## config.mk

```make
export PLATFORM = sky130hd
export DESIGN_NAME = key_event_arbiter_flat
export DESIGN_NICKNAME = d
export VERILOG_FILES = /design/src/rtl/key_event_if.sv /design/src/rtl/key_event_arbiter.sv /design/src/flat_wrapper.sv
export SDC_FILE = /design/constraint.sdc
export NUM_CORES = 1
export LEC_CHECK = 0
export CORE_MARGIN = 3
export CORE_UTILIZATION = 60
export CTS_CLUSTER_DIAMETER = 100
export CTS_CLUSTER_SIZE = 8
export DETAILED_ROUTE_END_ITERATION = 6
export DONT_BUFFER_PORTS = 1
export PLACE_DENSITY = 0.84
export SYNTH_ARGS = -nofsm -noshare
export SYNTH_HDL_FRONTEND = slang
export SYNTH_SLANG_ARGS = --single-unit
```

## constraint.sdc

```tcl
create_clock -name clk_i -period 2.17 [get_ports clk_i]
set_input_delay 0.5425 -clock clk_i [delete_from_list [all_inputs] [get_ports clk_i]]
set_output_delay 0.5425 -clock clk_i [all_outputs]
set_load 0.05 [all_outputs]
```

## src/rtl/key_event_if.sv

```systemverilog
// Key event bus: strobe inputs, valid/ready event output and status.
// The master side is the arbiter and the slave side is the consumer/environment.
interface key_event_if #(
  parameter int KEYS_CNT = 4,
  parameter int KEY_W    = ($clog2(KEYS_CNT) < 1) ? 1 : $clog2(KEYS_CNT)
);
  logic [KEYS_CNT-1:0] key_stb_i;
  logic                evt_valid_o;
  logic                evt_ready_i;
  logic [KEY_W-1:0]    evt_key_o;
  logic [KEYS_CNT-1:0] pending_o;
  logic                overflow_o;
  logic                overflow_clr_i;

  modport master (
    input  key_stb_i, evt_ready_i, overflow_clr_i,
    output evt_valid_o, evt_key_o, pending_o, overflow_o
  );

  modport slave (
    output key_stb_i, evt_ready_i, overflow_clr_i,
    input  evt_valid_o, evt_key_o, pending_o, overflow_o
  );
endinterface

```

## src/rtl/key_event_arbiter.sv

```systemverilog
// Round-robin arbiter that turns per-key press strobes into one valid/ready
// event at a time, with an idle gap after each event and a sticky merge flag.
module key_event_arbiter #(
  parameter int KEYS_CNT   = 4,
  parameter int GAP_CYCLES = 2
) (
  input  logic        clk_i,
  input  logic        rst_i,
  key_event_if.master bus
);
  localparam int KEY_W = ($clog2(KEYS_CNT) < 1) ? 1 : $clog2(KEYS_CNT);
  localparam int GAP_W = (GAP_CYCLES < 2) ? 1 : $clog2(GAP_CYCLES);
  localparam logic [GAP_W-1:0] GAP_LOAD = (GAP_CYCLES > 0) ? GAP_W'(GAP_CYCLES - 1) : '0;
  localparam logic [KEY_W-1:0] LAST_KEY = KEY_W'(KEYS_CNT - 1);

  typedef enum logic [1:0] {IDLE, VALID, GAP} state_t;

  state_t              state_q, state_d;
  logic [KEYS_CNT-1:0] pending_q, pending_d, clr_mask;
  logic [KEY_W-1:0]    rr_q, rr_d, key_q, key_d, grant_idx, scan_idx;
  logic [GAP_W-1:0]    gap_q, gap_d;
  logic                valid_q, valid_d, ovf_q, ovf_d;
  logic                grant_found, accept, merge;

  assign accept = valid_q & bus.evt_ready_i;

  // First pending key at or after rr_q, wrapping at KEYS_CNT.
  always_comb begin
    grant_found = 1'b0;
    grant_idx   = rr_q;
    scan_idx    = rr_q;
    for (int i = 0; i < KEYS_CNT; i++) begin
      if (!grant_found && pending_q[scan_idx]) begin
        grant_found = 1'b1;
        grant_idx   = scan_idx;
      end
      scan_idx = (scan_idx == LAST_KEY) ? '0 : scan_idx + KEY_W'(1);
    end
  end

  // A strobe on the key being accepted re-arms it as a fresh event, not a merge.
  always_comb begin
    clr_mask = '0;
    if (accept) clr_mask[key_q] = 1'b1;
    pending_d = (pending_q & ~clr_mask) | bus.key_stb_i;
    merge     = |(bus.key_stb_i & pending_q & ~clr_mask);
    ovf_d     = merge | (ovf_q & ~bus.overflow_clr_i);
  end

  always_comb begin
    state_d = state_q;
    valid_d = valid_q;
    key_d   = key_q;
    rr_d    = rr_q;
    gap_d   = gap_q;
    unique case (state_q)
      IDLE: begin
        if (grant_found) begin
          key_d   = grant_idx;
          valid_d = 1'b1;
          state_d = VALID;
        end
      end
      VALID: begin
        if (accept) begin
          valid_d = 1'b0;
          rr_d    = (key_q == LAST_KEY) ? '0 : key_q + KEY_W'(1);
          if (GAP_CYCLES > 0) begin
            gap_d   = GAP_LOAD;
            state_d = GAP;
          end else begin
            state_d = IDLE;
          end
        end
      end
      GAP: begin
        if (gap_q == '0) state_d = IDLE;
        else             gap_d   = gap_q - GAP_W'(1);
      end
      default: state_d = IDLE;
    endcase
  end

  always_ff @(posedge clk_i) begin
    if (rst_i) begin
      state_q   <= IDLE;
      pending_q <= '0;
      rr_q      <= '0;
      gap_q     <= '0;
      valid_q   <= 1'b0;
      key_q     <= '0;
      ovf_q     <= 1'b0;
    end else begin
      state_q   <= state_d;
      pending_q <= pending_d;
      rr_q      <= rr_d;
      gap_q     <= gap_d;
      valid_q   <= valid_d;
      key_q     <= key_d;
      ovf_q     <= ovf_d;
    end
  end

  assign bus.evt_valid_o = valid_q;
  assign bus.evt_key_o   = key_q;
  assign bus.pending_o   = pending_q;
  assign bus.overflow_o  = ovf_q;
endmodule

```

## src/flat_wrapper.sv

```systemverilog
// flat-port wrapper written by rule: the top's interface ports become plain ports
module key_event_arbiter_flat 
#(
  parameter int KEYS_CNT   = 4,
  parameter int GAP_CYCLES = 2
)
  (clk_i, rst_i, bus_key_stb_i, bus_evt_ready_i, bus_overflow_clr_i, bus_evt_valid_o, bus_evt_key_o, bus_pending_o, bus_overflow_o);
  key_event_if #(.KEYS_CNT(KEYS_CNT)) bus_i ();
  input  logic clk_i;
  input  logic rst_i;
  input wire logic [$bits(bus_i.key_stb_i)-1:0] bus_key_stb_i;
  input wire logic [$bits(bus_i.evt_ready_i)-1:0] bus_evt_ready_i;
  input wire logic [$bits(bus_i.overflow_clr_i)-1:0] bus_overflow_clr_i;
  output wire logic [$bits(bus_i.evt_valid_o)-1:0] bus_evt_valid_o;
  output wire logic [$bits(bus_i.evt_key_o)-1:0] bus_evt_key_o;
  output wire logic [$bits(bus_i.pending_o)-1:0] bus_pending_o;
  output wire logic [$bits(bus_i.overflow_o)-1:0] bus_overflow_o;
  assign bus_i.key_stb_i = bus_key_stb_i;
  assign bus_i.evt_ready_i = bus_evt_ready_i;
  assign bus_i.overflow_clr_i = bus_overflow_clr_i;
  assign bus_evt_valid_o = bus_i.evt_valid_o;
  assign bus_evt_key_o = bus_i.evt_key_o;
  assign bus_pending_o = bus_i.pending_o;
  assign bus_overflow_o = bus_i.overflow_o;
  key_event_arbiter #(.KEYS_CNT(KEYS_CNT), .GAP_CYCLES(GAP_CYCLES)) u_core (.clk_i(clk_i), .rst_i(rst_i), .bus(bus_i));
endmodule
```

# Yosys cells after proc, flatten, opt, wreduce, memory -nomap -nowiden
# Cells that the tools add are included.
word_totals:
  in_bits: 8
  reg_bits: 13
  output_inout_bits: 8
  word_cells: 84
classes:
  bitwise_logic: 9
  n_mux: 32
  n_reduce_logical: 16
  magnitude_cmp: 6
  addsub: 5
  eq_ne: 9
ops:
  columns: ["operator", "n"]
  rows:
  - ["2-to-1 mux 2 bit", 10]
  - ["less-than comparator 2 x 3 -> 1 bit, second input constant", 5]
  - ["2-to-1 mux 1 bit", 13]
  - ["AND 4 bit", 3]
  - ["equality test 2 bit, second input constant", 5]
  - ["adder 2 x 1 -> 2 bit, second input constant", 4]
  - ["binary-select mux 1 bit (select 2 bit)", 4]
  - ["one-hot mux 2 bit (3 select lines)", 1]
  - ["AND reduction 2 bit", 3]
  - ["AND reduction 3 bit", 2]
  - ["logical AND 1 bit", 4]
  - ["2-to-1 mux 4 bit", 1]
  - ["!= test 2 x 1 -> 1 bit, second input constant", 2]
  - ["inverter 4 bit", 1]
  - ["OR 4 bit", 1]
  - ["one-hot mux 1 bit (2 select lines)", 2]
  - ["nonzero test 2 bit", 2]
  - ["OR reduction 4 bit", 1]
  - ["zero test 1 bit", 3]
  - ["AND 1 bit", 2]
  - ["demux 1 bit (select 2 bit)", 1]
  - ["equality test 2 x 1 -> 1 bit, second input constant", 1]
  - ["greater-or-equal comparator 2 x 1 -> 1 bit, second input constant", 1]
  - ["zero test 2 bit", 1]
  - ["4 further kinds", 4]

# Depth between registers and ports, before layout
# Gate-level depths: netlist of run 1.
depth:
  ltp_word: 14
  mapped_depth: 7
  mapped_depth_nobuf: 6

# Worst setup path before layout of run 1
# Ideal clock, no wire load.
synth_timing:
  path_kind: "register to register"
  startpoint: "reg u_core.pending_q[0] (netlist: u_core.bus.pending_o[0])"
  endpoint: "reg u_core.key_q[0] (netlist: u_core.bus.evt_key_o[0])"
  period_less_slack_ps: 2073
  slack_ps: 97
  arrival_time_ps: 1954
  path_buffers: 1
  required_time_ps: 2050
  setup_time_ps: 120
  path_stages_with_launch: 7
  path_cell_list: "dfxtp_1 clkbuf_1 nor4b_1 a32o_1 a211o_1 mux2_4 o31a_1"
synth_via:
  elab_chain_cells: 13
  elab_cells_between_ends: 22
  cone_classes: "mux (15); reduce/logical (7)"
synth_rtl:
  columns: ["element", "line_no", "text"]
  rows:
  - ["start: declaration", "key_event_arbiter.sv:19", "logic [KEYS_CNT-1:0] pending_q, pending_d, clr_mask;"]
  - ["start signal: assignment", "key_event_arbiter.sv:95", "pending_q <= pending_d;"]
  - ["binary-select mux 1 bit (select 2 bit)", "key_event_arbiter.sv:33", "if (!grant_found && pending_q[scan_idx]) begin"]
  - ["2-to-1 mux 1 bit (not written as such)", "key_event_arbiter.sv:33", null]
  - ["2-to-1 mux 1 bit", "key_event_arbiter.sv:33", null]
  - ["zero test 1 bit", "key_event_arbiter.sv:33", null]
  - ["logical AND 1 bit", "key_event_arbiter.sv:33", null]
  - ["2-to-1 mux 1 bit", "key_event_arbiter.sv:33", null]
  - ["zero test 1 bit", "key_event_arbiter.sv:33", null]
  - ["logical AND 1 bit", "key_event_arbiter.sv:33", null]
  - ["2-to-1 mux 1 bit", "key_event_arbiter.sv:33", null]
  - ["zero test 1 bit", "key_event_arbiter.sv:33", null]
  - ["logical AND 1 bit", "key_event_arbiter.sv:33", null]
  - ["2-to-1 mux 1 bit", "key_event_arbiter.sv:33", null]
  - ["AND reduction 2 bit (no source line)", null, null]
  - ["end signal: assignment", "key_event_arbiter.sv:99", "key_q <= key_d;"]
  - ["end: declaration", "key_event_arbiter.sv:20", "logic [KEY_W-1:0] rr_q, rr_d, key_q, key_d, grant_idx, scan_idx;"]
# Several ways; a longest one is shown, not always the timed one. The select of a mux whose other input is x is not followed.
# A chain may end at the register's enable or synchronous reset.

# Final worst setup path of run 1
layout_timing:
  startpoint: "reg u_core.rr_q[1]"
  endpoint: "reg u_core.key_q[0] (netlist: u_core.bus.evt_key_o[0])"
layout_via:
  elab_chain_cells: 13
  elab_cells_between_ends: 31
  cone_classes: "add/sub (3); eq/ne (3); mux (18); reduce/logical (7)"
layout_rtl:
  columns: ["element", "line_no", "text"]
  rows:
  - ["start: declaration", "key_event_arbiter.sv:20", null]
  - ["start signal: assignment", "key_event_arbiter.sv:96", "rr_q <= rr_d;"]
  - ["parallel branches: the longest is 13 deep, another holds adder 2 x 1 -> 2 bit", null, null]
# Parallel ways; which one is timed is not known. The select of a mux whose other input is x is not followed.

==> metrics.csv, run 1 <==
stage;metric;value;unit
sta;Fin Clk Skew;0.00165;ns
worst_setup_path;Reg2Reg Depth;6;
die;Core ar.;1350;sq um
clock_tree;clock buffer depth;2;
route;drt total wl;2120;um
placement;DP Cell Count;124;
placement;PortBufs;0;
die;die height;44.6;um
die;total die area;1990;sq um
die;number of top-level pins;16;
yosys;post-synth top area share;29.1;%
worst_setup_path;worst path cell trace;ha_2 > nor2_1 > a32o_1 > a211o_1 > mux2_4 > o31a_1;
worst_setup_path;Worst Setup SP;u_core.rr_q[1];
min_path;hold wc startpoint;rst_i;
clock_tree;Clock Sinks;13;
sta;crit share post-route;94.3;%
clock_tree;CTS buffer count;3;
status;status;complete, no violations;
cells_and_area;most common cell after layout, fill and taps aside;dfxtp_1;
route;Avg Vias per Cell;6.45;
yosys;synth warn;0;
yosys;#FFs+latches synth;13;
worst_setup_path;crit path kind;flip-flop to flip-flop;
die;die width;44.6;um
sta;min Tclk post-route;2.05;ns
route;initial drt markers;22;
global_route;vias in the first global route;788;
worst_setup_path;cell family with most CP delay;compound AO/OA/AOI/OAI gates;
clock_tree;Setup Buffers After CTS;0;
yosys;sequential share of the synthesized area;29.1;%
worst_setup_path;CP max FO;10;
cells_and_area;nets@finish;127;
sta;Slew @ Worst Pin;0.532;ns
min_path;Hold Path Sink;u_core.gap_q;
clock_tree;Reg clk slew, reported paths;0.08;ns
yosys;Synthesized Nets;121;
clock_tree;CTS Root Cell;clkbuf_4;
worst_setup_path;Crit Reg-Reg Startpoint;u_core.rr_q[1];
route;first drt pass iteration count;4;
yosys;cells after synthesis;108;
worst_setup_path;R2R setup slack;0.12;ns
cells_and_area;Filler cells;105;
global_route;first-pass GRT wire length;3620;um
worst_setup_path;Critical Path RT;2.34;ns
clock_tree;clock latency on the worst-skew pair;0.27;ns
cells_and_area;Storage cell area;260;sq um
worst_setup_path;critical path arrival;2.21;ns
route;post-route ant nets;0;
placement;Final HPWL DP;1460;um
sta;Final Hold Vio Count;0;
cells_and_area;non-filler instance count after layout;128;
route;Remaining DRCs;0;
die;Starting Density;66.2;%
yosys;async set-reset flop share out of synthesis;0;%
min_path;hold depth;1;
yosys;Mapped Area;893;sq um
sta;Rel. slew slack;64.5;%
yosys;Post-Syn Area per Cell;8.27;sq um
route;vias;826;
cells_and_area;area grow syn2layout;8.54;%
min_path;path type of the worst min-delay path;primary input to flip-flop;
global_route;gr ovfl total;0;
worst_setup_path;Crit path largest cell delay;0.45;ns
sta;Pins Over Slew Limit;0;
cells_and_area;layout cells sized above 1;18.6;%
sta;Max Clock Freq;489;MHz
yosys;Primary FF master, synth;dfxtp_1;
global_route;pin count of the biggest net entering global routing;15;
worst_setup_path;type of origin of the critical path;flip-flop;
global_route;initial antenna violation count;0;
power_and_ir_drop;LEAKAGE;0.403;nW
route;drt wl/cell;16.6;um
sta;setup violators final;0;
cells_and_area;most frequent cells in the layout;13 x dfxtp_1, 12 x nor2_1, 11 x a21oi_1;
clock_tree;post-CTS sizing;0;
die;row cnt;13;
yosys;top area cells in the synthesized netlist;dfxtp_1 29%, ha_1 7.0%, a21oi_1 6.2%;
power_and_ir_drop;maximum vdd drop;0.000515;V
worst_setup_path;Buf+Inv Stages, Crit Path;0;
worst_setup_path;slowest library cell on the worst path;ha_2;
clock_tree;CTS tree;built;
worst_setup_path;Critical R2R Capture;u_core.bus.evt_key_o[0];
yosys;post-synth top area cell;dfxtp_1;
run;Max Cap Viol;0;
cells_and_area;area occupied by multi-input gates;567;sq um
power_and_ir_drop;Cell Pwr Density;683;nW/um^2
global_route;GRT Overall Usage;24.5;%
cells_and_area;ant diodes;0;
clock_tree;number of hold buffers added after cts;0;
sta;final setup TNS;0;ns
worst_setup_path;crit end category;flip-flop;
yosys;EDFF count, synth;0;
clock_tree;H-Tree Depth;1;
placement;gp weighted congestion;0.872;
yosys;Netlist cell types;40;
[worst reg2reg max path, delay by kind of cell, from the launching register on]
family	cells	cell delay, ns
flip-flops	1	0.35
adder cells (fa/ha/maj)	1	0.45
AND/OR/NAND/NOR	1	0.10
multiplexers	1	0.30
AO/OA/AOI/OAI	3	0.75
[cells by family (layout without fill, tap and decap cells)]
| group | after synthesis | in the layout | synth area share, % |
|---|---|---|---|
| AO/OA/AOI/OAI | 29 | 29 | 22.4 |
| adder cells (fa/ha/maj) | 5 | 5 | 7.00 |
| buffers and inverters | 15 | 20 | 8.54 |
| flip-flops | 13 | 13 | 29.1 |
| multiplexers | 8 | 8 | 11.1 |
| AND/OR/NAND/NOR | 38 | 38 | 21.8 |
[final cells by class]
type	instances	area share, %
multi-input cells	80	58.5
repair buffers	10	7.74
flip-flops and latches	13	26.8
inverters	6	2.32
clock buffers	4	2.71
well taps	15	1.94
[report_power, final]
group	switching, mW	total, mW	internal [mW]	leakage (nW)
registers	0.0416	0.301	0.259	0.108
logic	0.125	0.213	0.0883	0.281
clock network	0.0772	0.148	0.0712	0.0150
total	0.244	0.662	0.419	0.403
[cell usage after synthesis (2+ instances only)]
master / instances
buf_2: 4
nand3_1: 5
buf_6: 2
nor3_1: 2
nor2_1: 13
a21oi_1: 11
nor3b_1: 2
nand2_1: 5
mux2i_1: 5
clkbuf_1: 3
nand3b_1: 2
nor2b_1: 2
inv_1: 6
dfxtp_1: 13
o21ai_0: 3
nor4_1: 2
ha_1: 5
[metal layers]
| layer | wire [um] | GRT usage (%) | share of wire [%] | up-vias |
|---|---|---|---|---|
| met5 | 0 | 0 | 0 | - |
| li1 | - | - | - | 400 |
| met3 | 110 | 4.88 | 5.2 | 5 |
| met4 | 29 | 9.04 | 1.4 | 0 |
| met2 | 1040 | 37.5 | 49 | 27 |
| met1 | 937 | 33.7 | 44 | 394 |
[stage by stage]
| stage | instance area [sq um] | hold slack (ns) | util, % | worst slack [ns] | total power, mW |
|---|---|---|---|---|---|
| after global routing | 970 | 0.319 | 71.8 | -0.0337 | 0.701 |
| after global placement | 933 | 0.457 | 69.1 | 0.160 | 0.504 |
| after CTS | 960 | 0.329 | 71.1 | 0.0633 | 0.655 |
| after detailed placement | 933 | 0.469 | 69.1 | 0.0813 | 0.510 |
| final | 970 | 0.326 | 71.8 | 0.123 | 0.662 |
| after floorplan | 893 | 0.443 | - | 0.0967 | 0.464 |
[how the worst max path moves through the flow]
stage,end,slack [ns],depth (start not counted)
2_1_floorplan,u_core.bus.evt_key_o[0],0.1,6
3_3_place_gp,u_core.bus.evt_key_o[0],0.16,6
3_5_place_dp,u_core.bus.evt_key_o[0],0.08,6
4_1_cts,u_core.bus.evt_key_o[0],0.06,6
5_1_grt,u_core.bus.evt_key_o[0],-0.03,7
6_report,u_core.bus.evt_key_o[0],0.12,6
[registers in the layout, summed over array words and instances (netlist names)]
name                    flops
u_core.bus.evt_valid_o      1
u_core.bus.evt_key_o        2
u_core.bus.overflow_o       1
u_core.state_q              2
u_core.bus.pending_o        4
u_core.gap_q                1
u_core.rr_q                 2
Note: power is estimated with default switching activity, not from simulation.
==> run 2: changes to the inputs <==
clock period = 1.9 ns   (was 2.17 ns; I/O delays follow)
==> metrics.csv, run 2 (synthesized netlist as in run 1, its figures left out) <==
stage;metric;value;unit;change
run;Max Cap Viol;0;;unchanged
min_path;path type of the worst min-delay path;primary input to flip-flop;;
die;number of top-level pins;16;;unchanged
status;status;complete, no violations;;
power_and_ir_drop;maximum vdd drop;0.000801;V;+56%
worst_setup_path;critical path arrival;2.02;ns;-0.19 ns
worst_setup_path;crit end category;flip-flop;;
route;first drt pass iteration count;5;;+1
sta;Final Hold Vio Count;0;;unchanged
sta;Slew @ Worst Pin;0.535;ns;+0.00248 ns
worst_setup_path;type of origin of the critical path;flip-flop;;
sta;setup violators final;0;;unchanged
cells_and_area;layout cells sized above 1;34.1;%;+16 points
cells_and_area;most frequent cells in the layout;19 x buf_4, 11 x a21oi_1, 11 x nor2_1;;
placement;Placed Area;1010;sq um;+8.0%
worst_setup_path;CP max FO;8;;-2
power_and_ir_drop;Total Power;0.796;mW;+20%
global_route;GRT Overall Usage;24.4;%;-0.15 points
sta;final setup TNS;0;ns;unchanged
cells_and_area;Filler cells;91;;-13%
sta;Rel. slew slack;64.3;%;-0.17 points
global_route;initial antenna violation count;0;;unchanged
die;total die area;1990;sq um;unchanged
clock_tree;CTS tree;built;;
global_route;gr ovfl total;0;;unchanged
route;Avg Vias per Cell;6.42;;-0.51%
cells_and_area;ant diodes;0;;unchanged
clock_tree;clock latency on the worst-skew pair;0.28;ns;about the same
global_route;vias in the first global route;818;;+3.8%
route;drt total wl;2260;um;+6.7%
sta;Pins Over Slew Limit;0;;unchanged
worst_setup_path;worst path cell trace;ha_4 > nor2_2 > a32o_1 > a211o_1 > mux2_4 > o31a_1;;
die;row cnt;13;;unchanged
power_and_ir_drop;Cell Pwr Density;732;nW/um^2;+7.2%
die;die height;44.6;um;unchanged
clock_tree;CTS buffer count;3;;unchanged
route;post-route ant nets;0;;unchanged
clock_tree;CTS Root Cell;clkbuf_4;;
die;Core ar.;1350;sq um;unchanged
route;vias;886;;+7.3%
cells_and_area;area grow syn2layout;21.7;%;
worst_setup_path;crit path kind;flip-flop to flip-flop;;
placement;gp weighted congestion;0.957;;+9.8%
route;drt wl/cell;16.4;um;-1.1%
clock_tree;clock buffer depth;2;;unchanged
worst_setup_path;Crit path largest cell delay;0.34;ns;-0.11 ns
cells_and_area;most common cell after layout, fill and taps aside;buf_4;;
worst_setup_path;Critical Path RT;2.07;ns;-0.27 ns
clock_tree;Reg clk slew, reported paths;0.09;ns;about the same
cells_and_area;nets@finish;137;;+7.9%
global_route;first-pass GRT wire length;3600;um;-0.58%
sta;min Tclk post-route;1.84;ns;-0.202 ns
clock_tree;number of hold buffers added after cts;0;;unchanged
route;Remaining DRCs;0;;unchanged
sta;Max Clock Freq;542;MHz;+11%
route;initial drt markers;31;;+41%
global_route;pin count of the biggest net entering global routing;15;;unchanged
cells_and_area;design area;1090;sq um;+12%
worst_setup_path;slowest library cell on the worst path;dfxtp_2;;
placement;Final HPWL DP;1650;um;+13%
die;Starting Density;66.2;%;unchanged
die;die width;44.6;um;unchanged
sta;hold slack;0.251;ns;-0.0751 ns
sta;Fin Clk Skew;0.00931;ns;+0.00766 ns
cells_and_area;number of flip-flops in the largest register;4;;unchanged
clock_tree;H-Tree Depth;1;;unchanged
sta;crit share post-route;97.1;%;+2.8 points
power_and_ir_drop;LEAKAGE;0.462;nW;+15%
clock_tree;Clock Sinks;13;;unchanged
placement;PortBufs;0;;unchanged
-- run 2: cell types whose count changed in the layout (fill, tap and decap cells not counted), sizes merged --
| cell | before | now |
|---|---|---|
| buf | 10 | 20 |
| clkbuf | 4 | 3 |
| clkinv | 0 | 1 |
-- run 2: stage by stage --
stage,worst slack (ns),util (%),instances
final,0.0554,80.5,138
after global routing,-0.00324,80.5,138
after CTS,0.00797,78.0,136
after detailed placement,-0.0370,74.7,132
after global placement,0.00588,74.7,132
after floorplan,-0.0106,-,108
-- run 2: repair_timing --
item	in CTS	in global routing
pin swaps	1	4
buffers inserted	0	2
endpoints found under the setup margin	3	3
gates cloned	0	0
gates resized for setup	2	5
-- run 2: power by group --
| group | internal [mW] | leakage (nW) | switching (mW) |
|---|---|---|---|
| Combinational | 0.125 | 0.335 | 0.152 |
| Clock | 0.0779 | 0.0177 | 0.0912 |
| Sequential | 0.298 | 0.109 | 0.0515 |
| Total | 0.502 | 0.462 | 0.295 |
-- run 2: path summary, 6_finish.rpt --
path | from | slack [ns] | to | cells after the start
max | u_core.rr_q[0] | 0.06 | u_core.bus.evt_key_o[0] | 6
min | rst_i | 0.25 | u_core.bus.pending_o[2] | 1
min reg2reg | u_core.gap_q | 0.48 | u_core.state_q[1] | 2
max reg2reg | u_core.rr_q[0] | 0.06 | u_core.bus.evt_key_o[0] | 6
-- run 2: worst max-delay path: cells and delay by family, from the launching register on --
family,cells,cell delay [ns]
mux,1,0.30
simple gates,1,0.06
compound gates,3,0.74
fa+ha+maj,1,0.31
flops,1,0.34
-- run 2: area by class of cell --
cell class	count	area [sq um]	share of cell area [%]
Inverter	6	22.5	2.07
Tap cell	15	18.8	1.73
Clock inverter	1	5.00	0.460
Timing Repair Buffer	20	154	14.2
Sequential cell	13	268	24.6
Multi-Input combinational cell	80	597	54.9
Clock buffer	3	22.5	2.07
-- run 2: routing by layer --
metal / share of wire (%) / track usage (%) / up-vias
met2: 49 / 43.6 / 39
met3: 6.4 / 4.88 / 11
met4: 2.5 / 6.63 / 0
met1: 42 / 29.1 / 414
li1: - / - / 422
met5: 0 / 0 / -
